[src/rtl/branch_predictor.sv]
// branch_predictor: direct-mapped, tagged branch predictor with 2-bit counters.
// Lookups are purely combinational from the table registers. Updates, the
// global history register and the statistics counters all commit on clk.
// MODE selects the index function: 0 = bimodal, 1 = gshare.
module branch_predictor #(
   parameter int ENTRIES = 16,
   parameter int TAG_W   = 8,
   parameter int PC_W    = 64,
   parameter int MODE    = 0,
   parameter int GHR_W   = 4,
   parameter int STAT_W  = 32
) (
   input  logic              clk,
   input  logic              reset,
   input  logic              flush_all,
   input  logic              lookup_valid,
   input  logic [PC_W-1:0]   lookup_pc,
   output logic              pred_hit,
   output logic              pred_taken,
   output logic [PC_W-1:0]   pred_target,
   output logic [GHR_W-1:0]  pred_ghr,
   input  logic              upd_valid,
   input  logic [PC_W-1:0]   upd_pc,
   input  logic [GHR_W-1:0]  upd_ghr,
   input  logic              upd_taken,
   input  logic [PC_W-1:0]   upd_target,
   input  logic              upd_pred_taken,
   input  logic [PC_W-1:0]   upd_pred_target,
   output logic              mispredict,
   output logic [STAT_W-1:0] stat_lookups,
   output logic [STAT_W-1:0] stat_mispredicts
);

   localparam int IDX_W = (ENTRIES > 1) ? $clog2(ENTRIES) : 1;
   typedef logic [IDX_W-1:0] idx_t;

   logic [ENTRIES-1:0] valid_q;
   logic [TAG_W-1:0]   tag_q    [ENTRIES];
   logic [PC_W-1:0]    target_q [ENTRIES];
   logic [1:0]         ctr_q    [ENTRIES];
   logic [GHR_W-1:0]   ghr_q;
   logic [STAT_W-1:0]  lookups_q;
   logic [STAT_W-1:0]  mispredicts_q;

   idx_t             lk_idx;
   idx_t             up_idx;
   logic [TAG_W-1:0] lk_tag;
   logic [TAG_W-1:0] up_tag;
   logic             up_hit;

   // PC bits outside the index/tag fields (and upd_ghr in bimodal mode) are
   // intentionally ignored.
   logic unused_bits;
   assign unused_bits = ^{lookup_pc, upd_pc, upd_ghr};

   // Index and tag extraction; lookups hash with the live GHR, updates with
   // the GHR snapshot that travelled down the pipeline with the branch.
   assign lk_idx = (MODE == 1) ? (lookup_pc[IDX_W+1:2] ^ idx_t'(ghr_q))
                               : lookup_pc[IDX_W+1:2];
   assign up_idx = (MODE == 1) ? (upd_pc[IDX_W+1:2] ^ idx_t'(upd_ghr))
                               : upd_pc[IDX_W+1:2];
   assign lk_tag = lookup_pc[IDX_W+2+TAG_W-1:IDX_W+2];
   assign up_tag = upd_pc[IDX_W+2+TAG_W-1:IDX_W+2];
   assign up_hit = valid_q[up_idx] && (tag_q[up_idx] == up_tag);

   // Combinational prediction from the registered table contents.
   assign pred_hit    = valid_q[lk_idx] && (tag_q[lk_idx] == lk_tag);
   assign pred_taken  = pred_hit && ctr_q[lk_idx][1];
   assign pred_target = pred_taken ? target_q[lk_idx] : (lookup_pc + PC_W'(4));
   assign pred_ghr    = ghr_q;

   // A correctly predicted not-taken branch is never a mispredict, whatever
   // the recorded target fields happen to hold.
   assign mispredict = upd_valid &&
                       ((upd_pred_taken != upd_taken) ||
                        (upd_taken && (upd_pred_target != upd_target)));

   assign stat_lookups     = lookups_q;
   assign stat_mispredicts = mispredicts_q;

   // Table and GHR: reset/flush clear state, otherwise apply the resolved branch.
   always_ff @(posedge clk or negedge reset) begin
      if (!reset) begin
         valid_q <= '0;
         ghr_q   <= '0;
         for (int i = 0; i < ENTRIES; i++) begin
            ctr_q[i]    <= 2'b01;
            tag_q[i]    <= '0;
            target_q[i] <= '0;
         end
      end else if (flush_all) begin
         valid_q <= '0;
         ghr_q   <= '0;
         for (int i = 0; i < ENTRIES; i++) begin
            ctr_q[i] <= 2'b01;
         end
      end else if (upd_valid) begin
         ghr_q <= (ghr_q << 1) | GHR_W'(upd_taken);
         if (up_hit) begin
            if (upd_taken) begin
               if (ctr_q[up_idx] != 2'b11) begin
                  ctr_q[up_idx] <= ctr_q[up_idx] + 2'd1;
               end
               target_q[up_idx] <= upd_target;
            end else if (ctr_q[up_idx] != 2'b00) begin
               ctr_q[up_idx] <= ctr_q[up_idx] - 2'd1;
            end
         end else if (upd_taken) begin
            valid_q[up_idx]  <= 1'b1;
            tag_q[up_idx]    <= up_tag;
            target_q[up_idx] <= upd_target;
            ctr_q[up_idx]    <= 2'b10;
         end
      end
   end

   // Saturating statistics; flush_all deliberately leaves these alone.
   always_ff @(posedge clk or negedge reset) begin
      if (!reset) begin
         lookups_q     <= '0;
         mispredicts_q <= '0;
      end else begin
         if (lookup_valid && (lookups_q != '1)) begin
            lookups_q <= lookups_q + 1'b1;
         end
         if (mispredict && (mispredicts_q != '1)) begin
            mispredicts_q <= mispredicts_q + 1'b1;
         end
      end
   end

endmodule

[config.mk]
export PLATFORM = sky130hd
export DESIGN_NAME = branch_predictor
export DESIGN_NICKNAME = d
export VERILOG_FILES = /design/src/rtl/branch_predictor.sv
export SDC_FILE = /design/constraint.sdc
export NUM_CORES = 2
export LEC_CHECK = 0
export BUFFER_PORTS_ARGS = -buffer_cell sky130_fd_sc_hd__buf_4
export CORE_UTILIZATION = 34
export CTS_CLUSTER_SIZE = 12
export DETAILED_ROUTE_END_ITERATION = 10
export SLEW_MARGIN = 20
export SYNTH_ARGS = -nofsm -noshare
export SYNTH_HDL_FRONTEND = slang
export SYNTH_SLANG_ARGS = --single-unit
[constraint.sdc]
create_clock -name clk -period 9.8 [get_ports clk]
set_input_delay 0.98 -clock clk [delete_from_list [all_inputs] [get_ports clk]]
set_output_delay 0.98 -clock clk [all_outputs]
set_load 0.02 [all_outputs]
==> flow_metrics.env <==
export IMPL_worst_slack_ps=3750
export IMPL_ant_nets=0
export IMPL_die_width_microns=428
export IMPL_ys_seq_area_share_pct=51.5
export IMPL_grt_use_total_pct=19.5
export IMPL_slew_violations=0
export IMPL_worstPathArrival_ps=5070
export IMPL_routed_wl_mm=178
export IMPL_place_ws_ps=3650
export IMPL_drc=0
export IMPL_ys_flop_type="dfrtp_1"
export IMPL_place_gp_congestion=0.822
export IMPL_vdd_drop_max_mv=0.131
export IMPL_p_sw_mw=3.51
export IMPL_netlist_instances=4080
export IMPL_drt_initial_drc_count=2700
export IMPL_dp_hpwl_mm=108
export IMPL_area_growth_pct=15.6
export IMPL_crit_path_end_kind="primary output"
export IMPL_synthArstFlopShare_pct=100
export IMPL_rsz0062_at_grt="no"
export IMPL_worstSkewPairLatency_ps=780
export IMPL_yosys_warnings=0
export IMPL_cts_htree_levels=4
export IMPL_final_cell_mix="dfrtp_1 (1252), mux2_2 (1097), mux4_2 (403)"
export IMPL_rows=155
export IMPL_vias=36700
export IMPL_p_sw_share_pct=25.8
export IMPL_synth_net_count=4352
export IMPL_finalSetupTns_ps=0
export IMPL_clkTransAtPathRegs_ps=50
export IMPL_synth_top_cell_area_share_pct=50.8
export IMPL_layout_commonest_cell="dfrtp_1"
export IMPL_netlist_top_cells_area="dfrtp_1 (51%), mux2_2 (20%), mux4_2 (15%)"
export IMPL_synth_edff_count=0
export IMPL_leakage_nw=32.3
export IMPL_cts_hold_buffers=0
export IMPL_post_route_period_util_pct=61.8
export IMPL_finalNetCount=4574
export IMPL_drive_above_1_share_pct=51.4
export IMPL_p_seq_share_pct=45.9
export IMPL_p_comb_share_pct=14.5
export IMPL_core_area_sq_mm=0.179
export IMPL_routedWlPerCell_microns=26.3
export IMPL_die_y_microns=428
export IMPL_synth_seq_cells=1268
export IMPL_cts_inserted_buffers=144
export IMPL_criticalPathCategory="input pin to primary output"
export IMPL_ios=402
export IMPL_drt_pass1_iterations=5
export IMPL_synth_area_sq_mm=0.0617
export IMPL_synth_top_area_cell="dfrtp_1"
export IMPL_cp_required_ps=8820
export IMPL_layout_min_cycle_time_ps=6050
export IMPL_die_area_sq_mm=0.183
export IMPL_critPathMaxFanout=59
export IMPL_fillers=16700
export IMPL_post_cts_repair_setup_buffers=0
export IMPL_clock_sinks=1268
export IMPL_grt_max_degree=179
export IMPL_finalSetupViolCount=0
export IMPL_grt_overflow_total=0
export IMPL_clockBufferDepth=3
export IMPL_cts_tree="built"
export IMPL_finalClockSkew_ps=17.6
export IMPL_fmax_ghz=0.165
export IMPL_p_int_mw=10.1
export IMPL_hp_class="input pin to asynchronous set/reset pin"
export IMPL_power_density_mw_per_mm2=191
export IMPL_hold_viol_final=0
export IMPL_grt_pass1_wl_mm=266
export IMPL_cts_root_buffer="clkbuf_16"
export IMPL_synth_cell_types=66
export IMPL_status="finished, final reports clean"
export IMPL_detail_route_vias_per_cell=5.42
export IMPL_antenna_found_initial=19
export IMPL_clockPowerShare_pct=39.6
export IMPL_worst_pin_slew_ps=1160
export IMPL_cts_resized=0
export IMPL_port_buffers=345
export IMPL_initial_core_util_pct=34.4
export IMPL_crit_path_start_kind="input pin"
export IMPL_avgSynthCellArea_sq_um=15.1
export IMPL_first_global_vias=38700
export IMPL_drv_cap=0
export IMPL_slew_headroom_pct=22.2
## power groups by stage
stage / Clock [mW] / Sequential (mW) / Combinational (mW)
after floorplan: 0 / 6.25 / 1.33
after global placement: 0 / 6.30 / 1.95
after detailed placement: 0 / 6.33 / 1.99
after CTS: 5.55 / 6.25 / 2.00
after global routing: 5.75 / 6.34 / 2.12
final: 5.40 / 6.26 / 1.97
## synthesized netlist by cell type (all sizes together), types with 35 or more instances
| cell type | number |
|---|---|
| o21ai | 45 |
| and3 | 36 |
| mux4 | 403 |
| buf | 93 |
| clkbuf | 243 |
| xnor2 | 145 |
| xor2 | 43 |
| nand4 | 47 |
| nand3 | 51 |
| nand2 | 132 |
| dfrtp | 1252 |
| mux2 | 1177 |
| nor2b | 35 |
| nor2 | 105 |
## layout make-up
type                       count  area, sq um  area share, %
timing repair buffer         412         3220           4.52
multi-input combinational   2453        28600           40.1
clock buffer                 209         4090           5.74
inverter                      23         86.3          0.121
antenna                        4         10.0         0.0140
clock inverter                46          612          0.858
sequential                  1268        31800           44.5
tap                         2355         2950           4.13
## final timing paths
| kind | from | endpoint | slack [ps] | cells after the start |
|---|---|---|---|---|
| max in group asynchronous | reset | tag_q[20] | 7460 | 3 |
| hold reg to reg | target_q[674] | target_q[674] | 480 | 2 |
| hold / removal | reset | target_q[40] | 200 | 1 |
| setup / recovery | lookup_pc[2] | pred_target[2] | 3750 | 10 |
| min in group clk | upd_target[34] | target_q[162] | 480 | 2 |
| setup reg to reg | tag_q[71] | ctr_q[13] | 5960 | 8 |
## worst max-delay path, cell delays in order
cell and delay, ps:
buf_8 520, mux4_2 590, mux2i_1 280, a21oi_1 160, xnor2_1 310, nand4_1 180, nor3b_2 240, buf_4 750
mux2i_1 630, buf_4 250
## metrics by stage
| step | cells | power, mW | util, % | hold slack (ps) | area (sq um) |
|---|---|---|---|---|---|
| after floorplan | 4080 | 7.58 | - | 445 | 61700 |
| final | 6770 | 13.6 | 39.8 | 197 | 71300 |
| after detailed placement | 6511 | 8.33 | 37.1 | 466 | 66600 |
| after CTS | 6766 | 13.8 | 39.8 | 206 | 71300 |
| after global routing | 6767 | 14.2 | 39.8 | 260 | 71300 |
| after global placement | 6510 | 8.26 | 37.1 | 457 | 66500 |
## kinds of logic (layout without fill, tap and decap cells)
kind of cell / count (synthesis) / after routing / synth area share [%]
buffers and inverters: 359 / 690 / 2.42
multiplexers: 1610 / 1610 / 37.2
XOR/XNOR: 188 / 188 / 2.67
other: 0 / 4 / 0
AND/OR/NAND/NOR: 485 / 485 / 4.20
AO/OA/AOI/OAI: 165 / 165 / 1.92
flip-flops: 1268 / 1268 / 51.5
adder cells (fa/ha/maj): 5 / 5 / 0.101
## sequential cells by signal, indices dropped and copies added (netlist names)
signal            flops
stat_lookups         32
ctr_q                32
valid_q              16
tag_q               128
pred_ghr              4
stat_mispredicts     32
target_q           1024
## per-layer routing
layer  vias up  global-route usage [%]  wire [microns]
met5         -                       0              21
met4         4                    5.41            4910
met3       235                    3.15            7780
met2       867                    32.6           88100
met1     19900                    26.1           77100
li1      15700                       -               -
No activity file was read; power rests on OpenSTA's default activity.
